### config.mk
export PLATFORM = sky130hd
export DESIGN_NAME = serial_alu_flat
export DESIGN_NICKNAME = d
export VERILOG_FILES = /design/src/rtl/serial_alu_if.sv /design/src/rtl/serial_alu.sv /design/src/flat_wrapper.sv
export SDC_FILE = /design/constraint.sdc
export NUM_CORES = 1
export LEC_CHECK = 0
export ABC_AREA = 1
export BUFFER_PORTS_ARGS = -buffer_cell sky130_fd_sc_hd__buf_2
export CAP_MARGIN = 10
export CORE_MARGIN = 8
export CORE_UTILIZATION = 56
export CTS_CLUSTER_DIAMETER = 50
export DETAILED_ROUTE_END_ITERATION = 16
export PLACE_DENSITY_LB_ADDON = 0.3
export SYNTH_ARGS = -nofsm -noshare
export SYNTH_HDL_FRONTEND = slang
export SYNTH_SLANG_ARGS = --single-unit
### constraint.sdc
create_clock -name clk -period 3.3 [get_ports clk]
set_input_delay 0.33 -clock clk [delete_from_list [all_inputs] [get_ports clk]]
set_output_delay 0.33 -clock clk [all_outputs]
set_load 0.05 [all_outputs]
### src/rtl/serial_alu_if.sv
// serial_alu_if: operand/result handshake bundle for serial_alu.
//   in_valid / in_ready       : operand handshake (producer -> ALU)
//   a, b, op                  : operands and opcode, sampled on accept
//   out_valid / out_ready     : result handshake (ALU -> consumer)
//   result, cout, zero, sign, overflow : result word and status flags
// Modports:
//   master : the side that issues operations and consumes results
//   slave  : the ALU itself
interface serial_alu_if #(
  parameter int WIDTH = 32
);
  logic             in_valid;
  logic             in_ready;
  logic [WIDTH-1:0] a;
  logic [WIDTH-1:0] b;
  logic [2:0]       op;
  logic             out_valid;
  logic             out_ready;
  logic [WIDTH-1:0] result;
  logic             cout;
  logic             zero;
  logic             sign;
  logic             overflow;

  modport master (
    output in_valid, a, b, op, out_ready,
    input  in_ready, out_valid, result, cout, zero, sign, overflow
  );

  modport slave (
    input  in_valid, a, b, op, out_ready,
    output in_ready, out_valid, result, cout, zero, sign, overflow
  );
endinterface

### src/rtl/serial_alu.sv
// serial_alu: multi-cycle ALU working SLICE bits per clock, rippling the
// carry between cycles. It produces the result word plus the cout/zero/
// sign/overflow flags that the comparer turns into eql/slt.
// Ports:
//   clk    : rising-edge clock
//   rst_n  : asynchronous active-low reset
//   bus    : serial_alu_if.slave (operand and result handshakes)
// Opcodes: 000 ADD, 001 SUB, 010 AND, 011 OR, 100 XOR, others give 0.
// Result and flags are registered, loaded only when an operation
// completes, and held until the next completion.
module serial_alu #(
  parameter int WIDTH = 32,
  parameter int SLICE = 8
) (
  input  logic         clk,
  input  logic         rst_n,
  serial_alu_if.slave  bus
);
  localparam int N  = WIDTH / SLICE;
  localparam int CW = (N > 1) ? $clog2(N) : 1;

  localparam logic [1:0] S_IDLE = 2'd0;
  localparam logic [1:0] S_RUN  = 2'd1;
  localparam logic [1:0] S_DONE = 2'd2;

  localparam logic [2:0] OP_ADD = 3'b000;
  localparam logic [2:0] OP_SUB = 3'b001;
  localparam logic [2:0] OP_AND = 3'b010;
  localparam logic [2:0] OP_OR  = 3'b011;
  localparam logic [2:0] OP_XOR = 3'b100;

  logic [1:0]       state_q, state_d;
  logic [CW-1:0]    cnt_q, cnt_d;
  logic [WIDTH-1:0] a_q, a_d;
  logic [WIDTH-1:0] b_q, b_d;
  logic [2:0]       op_q, op_d;
  logic             carry_q, carry_d;
  logic [WIDTH-1:0] acc_q, acc_d;
  logic [WIDTH-1:0] result_q, result_d;
  logic             cout_q, cout_d;
  logic             zero_q, zero_d;
  logic             sign_q, sign_d;
  logic             overflow_q, overflow_d;

  logic [SLICE-1:0]       a_s, b_s, b_eff, slice_res;
  logic [SLICE:0]         sum_s;
  logic                   is_arith, is_sub, last_slice, msb_cin;
  logic [WIDTH+SLICE-1:0] merged;
  logic [WIDTH-1:0]       final_res;

  // Operands are shifted right each cycle, so the active slice is always
  // the low SLICE bits; results enter the accumulator from the top, so
  // after N slices slice 0 has landed in bits [SLICE-1:0].
  always_comb begin
    a_s      = a_q[SLICE-1:0];
    b_s      = b_q[SLICE-1:0];
    is_sub   = (op_q == OP_SUB);
    is_arith = (op_q == OP_ADD) || is_sub;
    b_eff    = is_sub ? ~b_s : b_s;
    sum_s    = {1'b0, a_s} + {1'b0, b_eff} + {{SLICE{1'b0}}, carry_q};
    case (op_q)
      OP_ADD, OP_SUB: slice_res = sum_s[SLICE-1:0];
      OP_AND:         slice_res = a_s & b_s;
      OP_OR:          slice_res = a_s | b_s;
      OP_XOR:         slice_res = a_s ^ b_s;
      default:        slice_res = '0;
    endcase
    // Carry into the MSB recovered from the sum bit and its two inputs.
    msb_cin    = sum_s[SLICE-1] ^ a_s[SLICE-1] ^ b_eff[SLICE-1];
    merged     = {slice_res, acc_q};
    final_res  = merged[WIDTH+SLICE-1:SLICE];
    last_slice = (cnt_q == CW'(N - 1));
  end

  // Next-state logic: accept in IDLE, one slice per cycle in RUN, then
  // hold the registered outputs in DONE until the consumer takes them.
  always_comb begin
    state_d    = state_q;
    cnt_d      = cnt_q;
    a_d        = a_q;
    b_d        = b_q;
    op_d       = op_q;
    carry_d    = carry_q;
    acc_d      = acc_q;
    result_d   = result_q;
    cout_d     = cout_q;
    zero_d     = zero_q;
    sign_d     = sign_q;
    overflow_d = overflow_q;
    case (state_q)
      S_IDLE: begin
        if (bus.in_valid) begin
          a_d     = bus.a;
          b_d     = bus.b;
          op_d    = bus.op;
          cnt_d   = '0;
          carry_d = (bus.op == OP_SUB);
          acc_d   = '0;
          state_d = S_RUN;
        end
      end
      S_RUN: begin
        acc_d   = final_res;
        a_d     = a_q >> SLICE;
        b_d     = b_q >> SLICE;
        carry_d = is_arith ? sum_s[SLICE] : 1'b0;
        cnt_d   = cnt_q + CW'(1);
        if (last_slice) begin
          state_d    = S_DONE;
          result_d   = final_res;
          cout_d     = is_arith & sum_s[SLICE];
          overflow_d = is_arith & (msb_cin ^ sum_s[SLICE]);
          zero_d     = (final_res == '0);
          sign_d     = final_res[WIDTH-1];
        end
      end
      S_DONE: begin
        if (bus.out_ready) begin
          state_d = S_IDLE;
        end
      end
      default: state_d = S_IDLE;
    endcase
  end

  always_ff @(posedge clk or negedge rst_n) begin
    if (!rst_n) begin
      state_q    <= S_IDLE;
      cnt_q      <= '0;
      a_q        <= '0;
      b_q        <= '0;
      op_q       <= '0;
      carry_q    <= 1'b0;
      acc_q      <= '0;
      result_q   <= '0;
      cout_q     <= 1'b0;
      zero_q     <= 1'b0;
      sign_q     <= 1'b0;
      overflow_q <= 1'b0;
    end else begin
      state_q    <= state_d;
      cnt_q      <= cnt_d;
      a_q        <= a_d;
      b_q        <= b_d;
      op_q       <= op_d;
      carry_q    <= carry_d;
      acc_q      <= acc_d;
      result_q   <= result_d;
      cout_q     <= cout_d;
      zero_q     <= zero_d;
      sign_q     <= sign_d;
      overflow_q <= overflow_d;
    end
  end

  assign bus.in_ready  = (state_q == S_IDLE);
  assign bus.out_valid = (state_q == S_DONE);
  assign bus.result    = result_q;
  assign bus.cout      = cout_q;
  assign bus.zero      = zero_q;
  assign bus.sign      = sign_q;
  assign bus.overflow  = overflow_q;
endmodule

### src/flat_wrapper.sv
// flat-port wrapper written by rule: the top's interface ports become plain ports
module serial_alu_flat 
#(
  parameter int WIDTH = 32,
  parameter int SLICE = 8
)
  (clk, rst_n, bus_in_valid, bus_a, bus_b, bus_op, bus_out_ready, bus_in_ready, bus_out_valid, bus_result, bus_cout, bus_zero, bus_sign, bus_overflow);
  serial_alu_if #(.WIDTH(WIDTH)) bus_i ();
  input  logic clk;
  input  logic rst_n;
  input wire logic [$bits(bus_i.in_valid)-1:0] bus_in_valid;
  input wire logic [$bits(bus_i.a)-1:0] bus_a;
  input wire logic [$bits(bus_i.b)-1:0] bus_b;
  input wire logic [$bits(bus_i.op)-1:0] bus_op;
  input wire logic [$bits(bus_i.out_ready)-1:0] bus_out_ready;
  output wire logic [$bits(bus_i.in_ready)-1:0] bus_in_ready;
  output wire logic [$bits(bus_i.out_valid)-1:0] bus_out_valid;
  output wire logic [$bits(bus_i.result)-1:0] bus_result;
  output wire logic [$bits(bus_i.cout)-1:0] bus_cout;
  output wire logic [$bits(bus_i.zero)-1:0] bus_zero;
  output wire logic [$bits(bus_i.sign)-1:0] bus_sign;
  output wire logic [$bits(bus_i.overflow)-1:0] bus_overflow;
  assign bus_i.in_valid = bus_in_valid;
  assign bus_i.a = bus_a;
  assign bus_i.b = bus_b;
  assign bus_i.op = bus_op;
  assign bus_i.out_ready = bus_out_ready;
  assign bus_in_ready = bus_i.in_ready;
  assign bus_out_valid = bus_i.out_valid;
  assign bus_result = bus_i.result;
  assign bus_cout = bus_i.cout;
  assign bus_zero = bus_i.zero;
  assign bus_sign = bus_i.sign;
  assign bus_overflow = bus_i.overflow;
  serial_alu #(.WIDTH(WIDTH), .SLICE(SLICE)) u_core (.clk(clk), .rst_n(rst_n), .bus(bus_i));
endmodule
==> impl_results.md <==
- Run status: completed
- Ys async rst share: 1.00
- Clock power frac: 0.207
- Final HPWL from detailed placement: between 10,000 and 15,000 um
- Seq pwr share: 0.291
- Routed vias: between 5,000 and 6,000
- Final critical-path share of the clock period: 0.856
- Yosys reg bits: approximately 130
- Area leader, netlist: dfrtp_1
- Worst EP required: about 3.8 ns
- Cell Int Power: roughly 0.0048 W
- Synth top area cells: dfrtp_1, a221oi_1, nand2_1, inv_1, ha_1
- Number of setup buffers added after CTS: 0
- Cell area after synthesis: about 6200 um2
- Final Setup Violations: 0
- WL final: 15,600 um
- Synth warn: 0
- Cell count after synthesis: 679
- Post-synth cell types: 30
- Number of synthesized flops with an enable pin: 0
- Number of vias per cell: 5.61
- Minimum clock period: between 2 and 3 ns
- Diodes inserted: 0
- CP Max Fanout: 9
- Top-area cell type share of the netlist area: 0.528
- Total grt overflow: 0
- Drt initial violations: 470
- Residual DRC: 0
- Placer Congestion: roughly 0.85
- Final core occ: 0.692
- Port buffer count: between 100 and 150
- Final Power: 0.00902 W
- VDD IR max: about 560 uV
- Sequential area share after synthesis: 0.528
- Most used DFF post-synth: dfrtp_1
- Tightest Pin Transition: around 0.70 ns
- Die W: ~120 um
- Leakage: around 3.8 nW
- Clock-pin slew on the worst setup and hold paths: 0.06 ns
- Switching Fraction: 0.462
- Top Ports: between 100 and 150
- Starting density of the core: 0.573
- PwrDens: around 1200 nW/um2
- First-pass GRT wire length: between 20,000 and 30,000 um
- DIE HEIGHT: around 120 um
- Maximum clock path buffer count: 2
- Logic gate share of total power: 0.501
- Layout overhead on the synthesized area: 20.8%
- Synthesized Nets: 776
- Number of max-cap violations: 0
- Most common library cells after synthesis: dfrtp_1, nand2_1, inv_1
- Slew Viols, Final: 0
- Post-CTS resize count: 0
- Syn_area_per_cell: 9.15 um2
- H-tree levels: 4
- Worst-Skew Late Latency: 0.53 ns
- Sw power: 0.00417 W
- Vias in the first global route: between 5,000 and 6,000
- Clk root buf: clkbuf_8
- Clock Skews: about 0.009 ns
- Die area: 14,700 um2
- Tot GR Track Use: 0.219
- Final #Nets: between 800 and 900
- RSZ-0062 raised after global routing: false
- Fin. Hold Viols: 0
- Largest net degree at the start of global routing: approximately 130
- Most frequent cell after synthesis: dfrtp_1
- Hold crit path type: in2reg
- Clock sink total: ~130
- Slew headroom: 0.534
- Initial antenna violation count: 0
- Setup_tns: 0 ns
- CTS tree: yes
- ANT nets after route: 0
- DRT Pass-1 Iters: 7
- Inserted Clock Buffers: 17
- Core ar.: 10,800 um2
- Worst setup path class: reg2reg
- Row cnt: 38
- DR WL/cell: between 15 and 20 um
- CP Capture Type: register
- Hold_buf cts: 7
- Layout cells sized above 1: 0.200
- CP arrival: about 3.3 ns
- FMAX: 354 MHz
- Worst setup SP type: register
==> sequential cells by signal (all words and copies together), names as in the netlist, 2 cells and up <==
register	flops
u_core.a_q	32
u_core.acc_q	24
u_core.op_q	3
u_core.b_q	32
u_core.state_q	2
u_core.bus.result	31
u_core.cnt_q	2
==> path summary, 6_finish.rpt <==
path                                                    from                           endpoint  slack [ns]  cells past startpoint
hold reg to reg            u_core.bus.result[22]$_DFFE_PN0P_  u_core.bus.result[22]$_DFFE_PN0P_        0.48                      2
max in group asynchronous                              rst_n         u_core.a_q[23]$_DFFE_PN0P_        2.33                      3
setup reg to reg                  u_core.op_q[2]$_DFFE_PN0P_        u_core.bus.zero$_DFFE_PN0P_        0.48                     13
min in group asynchronous                              rst_n   u_core.bus.result[6]$_DFFE_PN0P_        0.46                      3
hold / removal                                     bus_b[30]         u_core.b_q[30]$_DFFE_PN0P_        0.01                      3
setup / recovery                  u_core.op_q[2]$_DFFE_PN0P_        u_core.bus.zero$_DFFE_PN0P_        0.48                     13
==> power groups by stage <==
stage	Sequential [W]	Combinational [W]	Clock, W
after floorplan	0.00305	0.00299	0
after global placement	0.00260	0.00426	0
after detailed placement	0.00264	0.00443	0
after CTS	0.00262	0.00451	0.00188
after global routing	0.00269	0.00503	0.00194
final	0.00263	0.00452	0.00187
==> cells by family (layout without fill, tap and decap cells) <==
kind of cell,count (synthesis),after routing,synth area share
compound gates,144,144,0.154
xor+xnor,9,9,0.0127
fa+ha+maj,26,26,0.0548
buf+inv,149,266,0.0936
flops,131,131,0.528
simple gates,220,220,0.157
==> per-layer routing <==
metal,part of all wire,wire (um),up-vias,track usage
met5,0,0,-,0
met4,0.021,329,0,0.0887
met3,0.064,990,33,0.0503
met2,0.48,7530,201,0.352
met1,0.43,6740,2514,0.279
li1,-,-,2501,-
==> cell type report <==
| class | instances | area (um2) |
|---|---|---|
| clock buffers | 20 | 445 |
| multi-input cells | 399 | 2350 |
| flip-flops and latches | 131 | 3280 |
| well taps | 140 | 175 |
| inverters | 113 | 424 |
| clock inverters | 12 | 144 |
| repair buffers | 121 | 683 |
| fillers | 857 | 3340 |
==> through the flow <==
stage / instances / setup WS [ns] / cell area (um2) / hold slack (ns)
after detailed placement: 897 / 0.512 / 6840 / 0.470
after global placement: 897 / 0.611 / 6840 / 0.460
after floorplan: 679 / 0.747 / 6210 / 0.0344
after global routing: 936 / 0.317 / 7500 / 0.0248
final: 936 / 0.475 / 7500 / 0.0130
after CTS: 936 / 0.484 / 7500 / 0.00231
==> cells in the final DEF, fill, tap and decap left out, types with 4 or more instances in the layout <==
cell type and instances:
dfrtp_1 131, nand2_1 110, inv_1 109, buf_2 107
nor3_1 54, o21ai_0 51, a221oi_1 51, ha_1 24
nand3_1 22, nor2_1 21, o22ai_1 21, clkbuf_16 16
a21oi_1 11, xor2_1 9, dlygate4sd3_1 7, inv_6 5
buf_4 5, inv_2 4
==> critical path, stage by stage (launching register included) <==
cell and delay, ns:
dfrtp_1 0.45, nor2_4 0.16, nand2_4 0.12, xor2_1 0.18
fa_1 0.49, fa_1 0.46, nand3_1 0.09, nand2_1 0.10
or2_2 0.28, nand3_1 0.07, nand2_1 0.07, nor2_1 0.14
nand3_1 0.08, nand2_1 0.07
Note: power is estimated with default switching activity, not from simulation.
